--- src/rtl/vga_text_scan_ctrl_if.sv ---
// Datapath bus between the scan controller and the colour/lookup datapath.
// The controller issues pixel/character addresses and takes back the colour.
interface vga_text_scan_ctrl_if;
   logic [6:0]  pa;  // scanline_in_char*8 + pixel_in_char
   logic [10:0] ca;  // char_row*80 + char_col
   logic [7:0]  p;   // colour returned by the datapath

   modport master (output pa, output ca, input p);
   modport slave  (input pa, input ca, output p);
endinterface

--- src/rtl/vga_text_scan_ctrl.sv ---
// Scan sequencer for the 80x25 text-mode colour datapath. Divides sys_clk down
// to pixel ticks, runs the h/v raster counters, issues pixel and character
// addresses, and delays sync/blank so they line up with the returned colour.
module vga_text_scan_ctrl #(
   parameter int unsigned CLK_DIV  = 4,
   parameter int unsigned H_ACTIVE = 640,
   parameter int unsigned H_FP     = 16,
   parameter int unsigned H_SYNC   = 96,
   parameter int unsigned H_BP     = 48,
   parameter int unsigned V_ACTIVE = 350,
   parameter int unsigned V_FP     = 37,
   parameter int unsigned V_SYNC   = 2,
   parameter int unsigned V_BP     = 60,
   parameter bit          HS_POL   = 1'b1,
   parameter bit          VS_POL   = 1'b0,
   parameter int unsigned PIPE_LAT = 1
) (
   input  logic                        sys_clk,
   input  logic                        sys_rst,
   input  logic                        en,
   vga_text_scan_ctrl_if.master        dp,
   output logic [7:0]                  vga_p,
   output logic                        vga_hs,
   output logic                        vga_vs,
   output logic                        vga_de,
   output logic                        pix_tick,
   output logic                        frame_start
);

   localparam int unsigned H_TOTAL = H_ACTIVE + H_FP + H_SYNC + H_BP;
   localparam int unsigned V_TOTAL = V_ACTIVE + V_FP + V_SYNC + V_BP;
   localparam int unsigned DivW    = (CLK_DIV > 1) ? $clog2(CLK_DIV) : 1;

   localparam logic [DivW-1:0] DivLast = DivW'(CLK_DIV - 1);
   localparam logic [9:0]  HLast    = 10'(H_TOTAL - 1);
   localparam logic [9:0]  HActive  = 10'(H_ACTIVE);
   localparam logic [9:0]  HsStart  = 10'(H_ACTIVE + H_FP);
   localparam logic [9:0]  HsEnd    = 10'(H_ACTIVE + H_FP + H_SYNC);
   localparam logic [8:0]  VLast    = 9'(V_TOTAL - 1);
   localparam logic [8:0]  VActive  = 9'(V_ACTIVE);
   localparam logic [8:0]  VsStart  = 9'(V_ACTIVE + V_FP);
   localparam logic [8:0]  VsEnd    = 9'(V_ACTIVE + V_FP + V_SYNC);
   // Glyphs are 8x14, text rows are 80 characters wide.
   localparam logic [3:0]  LicLast  = 4'd13;
   localparam logic [10:0] Cols     = 11'd80;

   logic [DivW-1:0]     divcnt_q, divcnt_d;
   logic [9:0]          hcnt_q, hcnt_d;
   logic [8:0]          vcnt_q, vcnt_d;
   logic [3:0]          lic_q, lic_d;
   logic [4:0]          char_row_q, char_row_d;
   logic [10:0]         row_base_q, row_base_d;
   logic [6:0]          pa_q, pa_d;
   logic [10:0]         ca_q, ca_d;
   logic [7:0]          vga_p_q, vga_p_d;
   logic                vga_hs_q, vga_hs_d;
   logic                vga_vs_q, vga_vs_d;
   logic                vga_de_q, vga_de_d;
   logic                pix_tick_q, pix_tick_d;
   logic                frame_start_q, frame_start_d;
   logic [PIPE_LAT-1:0] dl_hs_q, dl_hs_d;
   logic [PIPE_LAT-1:0] dl_vs_q, dl_vs_d;
   logic [PIPE_LAT-1:0] dl_de_q, dl_de_d;

   logic div_last;
   logic hs_raw, vs_raw, de_raw;

   // Raw sync/blank decoded from the current raster position.
   always_comb begin
      hs_raw = (hcnt_q >= HsStart) && (hcnt_q < HsEnd);
      vs_raw = (vcnt_q >= VsStart) && (vcnt_q < VsEnd);
      de_raw = (hcnt_q < HActive) && (vcnt_q < VActive);
   end

   // Next-state: divider, raster/character counters, addresses, delay line, outputs.
   always_comb begin
      divcnt_d      = divcnt_q;
      hcnt_d        = hcnt_q;
      vcnt_d        = vcnt_q;
      lic_d         = lic_q;
      char_row_d    = char_row_q;
      row_base_d    = row_base_q;
      pa_d          = pa_q;
      ca_d          = ca_q;
      vga_p_d       = vga_p_q;
      vga_hs_d      = vga_hs_q;
      vga_vs_d      = vga_vs_q;
      vga_de_d      = vga_de_q;
      dl_hs_d       = dl_hs_q;
      dl_vs_d       = dl_vs_q;
      dl_de_d       = dl_de_q;

      div_last      = (divcnt_q == DivLast);
      divcnt_d      = div_last ? '0 : divcnt_q + DivW'(1);
      // pix_tick is high during the cycle whose closing edge advances the raster.
      pix_tick_d    = div_last;
      frame_start_d = div_last && (hcnt_q == '0) && (vcnt_q == '0);

      if (pix_tick_q) begin
         if (hcnt_q == HLast) begin
            hcnt_d = '0;
            if (vcnt_q == VLast) begin
               vcnt_d     = '0;
               lic_d      = '0;
               char_row_d = '0;
               row_base_d = '0;
            end else begin
               vcnt_d = vcnt_q + 9'd1;
               if (vcnt_q < VActive) begin
                  if (lic_q == LicLast) begin
                     lic_d      = '0;
                     char_row_d = char_row_q + 5'd1;
                     row_base_d = row_base_q + Cols;
                  end else begin
                     lic_d = lic_q + 4'd1;
                  end
               end
            end
         end else begin
            hcnt_d = hcnt_q + 10'd1;
         end

         // Addresses track the position the raster is about to enter.
         if ((hcnt_d < HActive) && (vcnt_d < VActive)) begin
            ca_d = row_base_d + {4'b0000, hcnt_d[9:3]};
            pa_d = {lic_d, hcnt_d[2:0]};
         end else begin
            ca_d = '0;
            pa_d = '0;
         end

         dl_hs_d[0] = hs_raw;
         dl_vs_d[0] = vs_raw;
         dl_de_d[0] = de_raw;
         for (int unsigned i = 1; i < PIPE_LAT; i++) begin
            dl_hs_d[i] = dl_hs_q[i-1];
            dl_vs_d[i] = dl_vs_q[i-1];
            dl_de_d[i] = dl_de_q[i-1];
         end

         // Output register is the final alignment stage; p belongs to the same pixel.
         vga_hs_d = dl_hs_q[PIPE_LAT-1] ? HS_POL : ~HS_POL;
         vga_vs_d = dl_vs_q[PIPE_LAT-1] ? VS_POL : ~VS_POL;
         vga_de_d = dl_de_q[PIPE_LAT-1];
         vga_p_d  = dl_de_q[PIPE_LAT-1] ? dp.p : 8'h00;
      end

      // Disable blanks immediately and parks everything at the frame origin.
      if (!en) begin
         divcnt_d      = '0;
         hcnt_d        = '0;
         vcnt_d        = '0;
         lic_d         = '0;
         char_row_d    = '0;
         row_base_d    = '0;
         pa_d          = '0;
         ca_d          = '0;
         vga_p_d       = '0;
         vga_hs_d      = ~HS_POL;
         vga_vs_d      = ~VS_POL;
         vga_de_d      = 1'b0;
         pix_tick_d    = 1'b0;
         frame_start_d = 1'b0;
         dl_hs_d       = '0;
         dl_vs_d       = '0;
         dl_de_d       = '0;
      end
   end

   // State register with asynchronous reset to the blanked frame origin.
   always_ff @(posedge sys_clk or posedge sys_rst) begin
      if (sys_rst) begin
         divcnt_q      <= '0;
         hcnt_q        <= '0;
         vcnt_q        <= '0;
         lic_q         <= '0;
         char_row_q    <= '0;
         row_base_q    <= '0;
         pa_q          <= '0;
         ca_q          <= '0;
         vga_p_q       <= '0;
         vga_hs_q      <= ~HS_POL;
         vga_vs_q      <= ~VS_POL;
         vga_de_q      <= 1'b0;
         pix_tick_q    <= 1'b0;
         frame_start_q <= 1'b0;
         dl_hs_q       <= '0;
         dl_vs_q       <= '0;
         dl_de_q       <= '0;
      end else begin
         divcnt_q      <= divcnt_d;
         hcnt_q        <= hcnt_d;
         vcnt_q        <= vcnt_d;
         lic_q         <= lic_d;
         char_row_q    <= char_row_d;
         row_base_q    <= row_base_d;
         pa_q          <= pa_d;
         ca_q          <= ca_d;
         vga_p_q       <= vga_p_d;
         vga_hs_q      <= vga_hs_d;
         vga_vs_q      <= vga_vs_d;
         vga_de_q      <= vga_de_d;
         pix_tick_q    <= pix_tick_d;
         frame_start_q <= frame_start_d;
         dl_hs_q       <= dl_hs_d;
         dl_vs_q       <= dl_vs_d;
         dl_de_q       <= dl_de_d;
      end
   end

   assign dp.pa       = pa_q;
   assign dp.ca       = ca_q;
   assign vga_p       = vga_p_q;
   assign vga_hs      = vga_hs_q;
   assign vga_vs      = vga_vs_q;
   assign vga_de      = vga_de_q;
   assign pix_tick    = pix_tick_q;
   assign frame_start = frame_start_q;

endmodule

--- src/flat_wrapper.sv ---
// flat-port wrapper written by rule: the top's interface ports become plain ports
module vga_text_scan_ctrl_flat 
#(
   parameter int unsigned CLK_DIV  = 4,
   parameter int unsigned H_ACTIVE = 640,
   parameter int unsigned H_FP     = 16,
   parameter int unsigned H_SYNC   = 96,
   parameter int unsigned H_BP     = 48,
   parameter int unsigned V_ACTIVE = 350,
   parameter int unsigned V_FP     = 37,
   parameter int unsigned V_SYNC   = 2,
   parameter int unsigned V_BP     = 60,
   parameter bit          HS_POL   = 1'b1,
   parameter bit          VS_POL   = 1'b0,
   parameter int unsigned PIPE_LAT = 1
)
  (sys_clk, sys_rst, en, vga_p, vga_hs, vga_vs, vga_de, pix_tick, frame_start, dp_pa, dp_ca, dp_p);
  vga_text_scan_ctrl_if dp_i ();
  input  logic sys_clk;
  input  logic sys_rst;
  input  logic en;
  output logic [7:0] vga_p;
  output logic vga_hs;
  output logic vga_vs;
  output logic vga_de;
  output logic pix_tick;
  output logic frame_start;
  output wire logic [$bits(dp_i.pa)-1:0] dp_pa;
  output wire logic [$bits(dp_i.ca)-1:0] dp_ca;
  input wire logic [$bits(dp_i.p)-1:0] dp_p;
  assign dp_pa = dp_i.pa;
  assign dp_ca = dp_i.ca;
  assign dp_i.p = dp_p;
  vga_text_scan_ctrl #(.CLK_DIV(CLK_DIV), .H_ACTIVE(H_ACTIVE), .H_FP(H_FP), .H_SYNC(H_SYNC), .H_BP(H_BP), .V_ACTIVE(V_ACTIVE), .V_FP(V_FP), .V_SYNC(V_SYNC), .V_BP(V_BP), .HS_POL(HS_POL), .VS_POL(VS_POL), .PIPE_LAT(PIPE_LAT)) u_core (.sys_clk(sys_clk), .sys_rst(sys_rst), .en(en), .dp(dp_i), .vga_p(vga_p), .vga_hs(vga_hs), .vga_vs(vga_vs), .vga_de(vga_de), .pix_tick(pix_tick), .frame_start(frame_start));
endmodule
--- config.mk ---
export PLATFORM = sky130hd
export DESIGN_NAME = vga_text_scan_ctrl_flat
export DESIGN_NICKNAME = d
export VERILOG_FILES = /design/src/rtl/vga_text_scan_ctrl_if.sv /design/src/rtl/vga_text_scan_ctrl.sv /design/src/flat_wrapper.sv
export SDC_FILE = /design/constraint.sdc
export NUM_CORES = 1
export LEC_CHECK = 0
export CORE_MARGIN = 10
export CORE_UTILIZATION = 60
export CTS_CLUSTER_SIZE = 12
export DETAILED_ROUTE_END_ITERATION = 10
export DONT_BUFFER_PORTS = 1
export PLACE_DENSITY = 0.86
export SYNTH_ARGS = -nofsm -noshare
export SYNTH_HDL_FRONTEND = slang
export SYNTH_SLANG_ARGS = --single-unit
--- constraint.sdc ---
create_clock -name sys_clk -period 4.1 [get_ports sys_clk]
set_input_delay 0.82 -clock sys_clk [delete_from_list [all_inputs] [get_ports sys_clk]]
set_output_delay 0.82 -clock sys_clk [all_outputs]
set_load 0.005 [all_outputs]
* Word-level counts from Yosys, hierarchy flattened
Cells that the tools add are included.
** Cells by class
- $mul :: 0
- $lt $le $gt $ge :: 8
- Shift-type cells :: 0
- Equality and inequality tests :: 5
- Bitwise gates (word level) :: 0
- Multiplexer cells :: 49
- Add/subtract/negate cells :: 6
- Reductions and logical operators :: 8
- Divide/modulo/power cells :: 0
** Operators with widths (number)
- two-way mux 11 bit :: 10
- two-way mux 9 bit :: 5
- two-way mux 10 bit :: 4
- < comparator 10 bit (second input constant) :: 3
- < comparator 9 bit (second input constant) :: 3
- two-way mux 4 bit :: 6
- two-way mux 8 bit :: 3
- two-way mux 7 bit :: 3
- two-way mux 1 bit :: 16
- adder 11 x 7 -> 11 bit :: 1
- adder 11 x 7 -> 11 bit (second input constant) :: 1
- adder 10 x 1 -> 10 bit (second input constant) :: 1
- equality test 10 bit (second input constant) :: 1
- greater-or-equal comparator 10 bit (second input constant) :: 1
- logical NOT 10 bit :: 1
- adder 9 x 1 -> 9 bit (second input constant) :: 1
- equality test 9 bit (second input constant) :: 1
- greater-or-equal comparator 9 bit (second input constant) :: 1
- logical NOT 9 bit :: 1
- logical AND 1 bit :: 6
- adder 4 x 1 -> 4 bit (second input constant) :: 1
- equality test 4 bit (second input constant) :: 1
- two-way mux 2 bit :: 2
- adder 2 x 1 -> 2 bit (second input constant) :: 1
- other kinds (2) :: 2
** Storage, ports and cells
- Memories :: 0
- Bits in writable memories :: 0
- ROM bits :: 0
- Bits in registers :: 70
- Output and inout bits :: 31
- Bits in latches :: 0
- Input bits :: 11
- Word-level logic and storage cells :: 92

* Logic depth before layout (Yosys ltp)
- Word-level depth :: 10
- Mapped depth :: 17
- Depth with buffers taken out :: 15

* Worst setup path before layout
No wires, ideal clock.
- Path type :: flip-flop to flip-flop
- Start :: register u_core.vcnt_q[4]
- End :: register u_core.ca_q[10] (netlist: u_core.dp.ca[10])
- Library setup time :: 0.121 ns
- Stages on the path, launching flop included :: 15
- Period minus slack after synthesis :: 3.422 ns
- Buffers on the path :: 1
- Arrival :: 3.301 ns
- Data required time :: 3.979 ns
- Slack :: 0.678 ns
- Cell sequence :: dfrtp_1 > buf_6 > or3_4 > nor4_4 > nand2_1 > and2_1 > ha_1 > fa_1 > a211oi_1 > o21bai_1 > a21oi_1 > nand2b_1 > a2111oi_2 > xor2_1 > a22o_1
** On the way
- Word-level cells in the longest chain between the ends :: 9
- Elaborated cells on any way between the ends :: 16
- Those cells by class :: add/sub: 2; order compare: 2; eq/ne: 1; mux: 10; reduce/logical: 1
** RTL lines
- start, declared :: line vga_text_scan_ctrl.sv:49 : logic [8:0] vcnt_q, vcnt_d;
- start signal, assigned :: line vga_text_scan_ctrl.sv:193 : vcnt_q <= vcnt_d;
- < comparator 9 bit, or another cell as far along :: line vga_text_scan_ctrl.sv:109 : if (vcnt_q < VActive) begin
- two-way mux 11 bit or two-way mux 9 bit (tied branches) :: line vga_text_scan_ctrl.sv:109, vga_text_scan_ctrl.sv:102
- two-way mux 11 bit or two-way mux 9 bit (tied branches) :: line vga_text_scan_ctrl.sv:102, vga_text_scan_ctrl.sv:100
- two-way mux 11 bit or two-way mux 9 bit (tied branches) :: line vga_text_scan_ctrl.sv:100, vga_text_scan_ctrl.sv:99
- two-way mux 11 bit or < comparator 9 bit (tied branches) :: line vga_text_scan_ctrl.sv:99, vga_text_scan_ctrl.sv:124
- adder 11 x 7 -> 11 bit or logical AND 1 bit (tied branches) :: line vga_text_scan_ctrl.sv:125, vga_text_scan_ctrl.sv:124
- two-way mux 11 bit (*) :: line vga_text_scan_ctrl.sv:124 : if ((hcnt_d < HActive) && (vcnt_d < VActive)) begin
- two-way mux 11 bit (*) :: line vga_text_scan_ctrl.sv:99 : if (pix_tick_q) begin
- two-way mux 11 bit (*) :: line vga_text_scan_ctrl.sv:149 : if (!en) begin
- end signal, assigned :: line vga_text_scan_ctrl.sv:180 : ca_q <= '0;
- end signal, assigned :: line vga_text_scan_ctrl.sv:198 : ca_q <= ca_d;
- end, declared :: line vga_text_scan_ctrl.sv:54 : logic [10:0] ca_q, ca_d;
Every way passes the cells marked *; elsewhere a longest branch is shown, timed or not. The select of a mux whose other input is x is not followed.
A chain may end at the register's enable or synchronous reset.

* Final worst setup path
- Start :: register u_core.vcnt_q[4]
- End :: register u_core.ca_q[8] (netlist: u_core.dp.ca[8])
Same word-level chain as after synthesis.

==> results by group <==
Placement
  • Port buffer count: 0
  • Placed cell count: between 500 and 600
  • Hpwl dp: slightly below 7 mm
  • GP Congestion: approximately 0.92
  • Pre-CTS setup slack: ~0.56 ns

Setup path
  • Worst path slowest cell: dfrtp_1
  • WP data required: around 4.4 ns
  • R2R setup slack: between 0.4 and 0.5 ns
  • Crit path cell chain: or3_4, nor4_4, nand2_1, and2_1, ha_1, fa_1, a211oi_1, o21bai_1, a21oi_1, nand2b_1, a211oi_1, xnor2_1, a22o_1
  • Worst r2r dst: u_core.dp.ca[8]
  • Launching point of the worst reg2reg path: u_core.vcnt_q[4]
  • CP startpoint kind: register
  • R2R depth: 13
  • Most frequent CP cell: a211oi_1
  • Worst Path Max Fanout: 9
  • Worst setup path class: reg2reg
  • Crit path DAT: between 3 and 4 ns
  • Worst setup EP type: register
  • CP peak stage delay: 0.47 ns

Synth
  • Sequential area share after synthesis: about 41%
  • Synth area leader: dfrtp_1
  • Ys async rst share: between 90% and 100%
  • Synthesized cell area: approximately 4300 sq um
  • Most numerous cell in the Yosys netlist: dfrtp_1
  • Synth Flop Type: dfrtp_1
  • Cell count after synthesis: 471
  • Ranking of synthesized cells by area: dfrtp_1 (40%), ha_1 (4.4%), nor2_1 (3.9%), nand2_1 (3.3%), a21oi_1 (3.3%)
  • Commonest cells post-synth: dfrtp_1 (69), nor2_1 (45), nand2_1 (38), a21oi_1 (28), nand3_1 (22)
  • YS warnings: 0
  • Yosys top cell area share: approximately two fifths
  • Syn Area/Cell: around 9.1 sq um
  • Post-synth net total: about 500
  • Library cells used by synthesis: 68
  • Flops & latches, synth: 70
  • Post-synth EDFFs: 0

Finish
  • Antenna diode count: 0
  • Synthesis-to-finish area growth: 5.02%
  • Final nets: between 400 and 500
  • Share of layout cells above drive strength 1: roughly a tenth
  • Fin util: between 60% and 70%
  • Post-Layout Cell Count: between 500 and 600

Die
  • Die height: ~100 um
  • Core Rows: 30
  • Starting Density: between 60% and 70%
  • Placeable Area: between 6000 and 7000 sq um
  • Die width: roughly 100 um
  • Die area: approximately 11000 sq um
  • Top Ports: 42

Timing
  • Unrepaired setup endpoints after global routing: false
  • Max-slew violation count: 0
  • Final period util: between 80% and 90%
  • Setup violations, final: 0
  • Final hold vios: 0
  • Worst slew margin: 48.0%
  • Slack of the critical path: roughly 0.5 ns
  • Skew final: just over 0.01 ns
  • Worst-margin pin slew: roughly 0.78 ns
  • Maximum clock rate: around 0.28 GHz
  • Setup TNS: 0 ns
  • Post-layout min period: approximately 3.6 ns

Drt
  • WL/cell: 17.6 um
  • Via density: approximately 6.2
  • DRC violations left: 0
  • DRT iter0 DRCs: around 220
  • DRT Pass-1 Iters: 4
  • Post-DRT Antenna Nets: 0
  • WL final: 9.83 mm
  • Vias: approximately 3400

Clock tree
  • # resized after CTS: 0
  • # clock sinks: 70
  • CTS tree: yes
  • Root Buffer: clkbuf_8
  • H-tree depth: 3
  • Hold buffers post-CTS: 0
  • Worst skew pair latency: approximately 0.36 ns
  • Clk slew on worst S/H paths: 0.08 ns
  • Postcts setup bufs: 0
  • Clock buffer count from CTS: 9
  • CTS Buffer Depth: 2

Power and ir drop
  • Power share of the clock group: between 40% and 50%
  • Flop pwr share: 52.7%
  • Pwr Density: 296 nW/um^2
  • Overall power: between 1000 and 1500 uW
  • Sw Pwr: about 340 uW
  • VDD IR-drop max: about 0.00026 V
  • Sw Share: 25.3%
  • Pint: roughly 990 uW
  • Fraction of power consumed by combinational cells: about 3.6%
  • LEAKAGE: around 0.0019 uW

Run
  • Max Cap Viol: 0

Global routing
  • GRT overflow: 0
  • Overall routing resource usage: 18.5%
  • Vias in the first global route: between 3000 and 4000
  • Largest net degree at the start of global routing: 39
  • Antenna violations before repair: 0
  • First-pass GRT wire length: between 15 and 20 mm

Outcome
  • Status: finished, final reports clean

Hold path
  • Hold Path Class: in2async
## state kept, by name (all words and copies together) (netlist names)
register and cells:
u_core.dl_hs_q 1, u_core.vga_hs 1, u_core.frame_start 1, u_core.vcnt_q 9
u_core.pix_tick 1, u_core.dp.pa 7, u_core.lic_q 4, u_core.dl_de_q 1
u_core.vga_vs 1, u_core.dp.ca 11, u_core.divcnt_q 2, u_core.hcnt_q 10
u_core.row_base_q 11, u_core.dl_vs_q 1, u_core.vga_de 1, u_core.vga_p 8
## stage by stage
| step | hold slack, ns | instance area [sq um] |
|---|---|---|
| CTS | 0.439 | 4500 |
| floorplan | 0.408 | 4280 |
| detailed placement | 0.425 | 4300 |
| finish | 0.438 | 4500 |
| global route | 0.466 | 4500 |
| global placement | 0.419 | 4300 |
## cell type report
class,count,area (sq um)
Fill cell,531,2370
Multi-Input combinational cell,350,2290
Sequential cell,70,1750
Clock buffer,9,124
Tap cell,96,120
Clock inverter,7,78.8
Timing Repair Buffer,10,75.1
Inverter,16,60.1
## worst max-delay path: cells and delay by family (launching register included)
family	cells	cell delay, ns
AOI/OAI and AO/OA	5	0.86
DFF	1	0.47
adders and majority gates	2	0.63
and+or+nand+nor	5	1.38
xor gates and xnor gates	1	0.15
## logic make-up after synthesis
family / Yosys count / synth area share (%)
flops: 70 / 40.9
buf+inv: 51 / 5.70
compound gates: 106 / 16.7
xor+xnor: 29 / 5.93
mux: 10 / 2.40
simple gates: 189 / 23.5
fa+ha+maj: 16 / 4.85
## cells in the final DEF, fill, tap and decap left out, drive strengths merged, types with 5 or more instances in the layout
cell type / count
inv: 19
clkbuf: 9
nor3: 12
ha: 15
nand2b: 14
a22o: 10
nand4: 8
buf: 10
dfrtp: 69
nor4: 7
o31ai: 5
a31oi: 7
nand2: 38
nand3: 23
a21oi: 29
and2: 17
xor2: 15
nor2: 45
mux2i: 8
xnor2: 14
o21ai: 23
## worst max path at each step
stage	end	slack, ns	from	cells after the start
floorplan	u_core.dp.ca[10]	0.68	u_core.vcnt_q[4]	14
global placement	u_core.dp.ca[10]	0.63	u_core.vcnt_q[4]	13
detailed placement	u_core.dp.ca[8]	0.56	u_core.vcnt_q[4]	13
finish	u_core.dp.ca[8]	0.50	u_core.vcnt_q[4]	13
CTS	u_core.dp.ca[8]	0.52	u_core.vcnt_q[4]	13
global route	u_core.dp.ca[8]	0.24	u_core.vcnt_q[4]	13
## power by group through the flow
stage	logic (uW)	registers, uW	clock network [uW]
after floorplan	38.4	711	0
after global placement	46.9	714	0
after detailed placement	48.4	715	0
after CTS	48.5	701	588
after global routing	53.6	702	621
final	47.3	701	581
## layer usage
| metal | up-vias | share of wire [%] | GRT usage (%) |
|---|---|---|---|
| li1 | 1635 | - | - |
| met1 | 1678 | 44 | 23.5 |
| met2 | 117 | 48 | 29.7 |
| met3 | 12 | 6.6 | 4.96 |
| met4 | 0 | 1.3 | 5.96 |
| met5 | - | 0 | 0 |
Note: power is estimated with default switching activity, not from simulation.
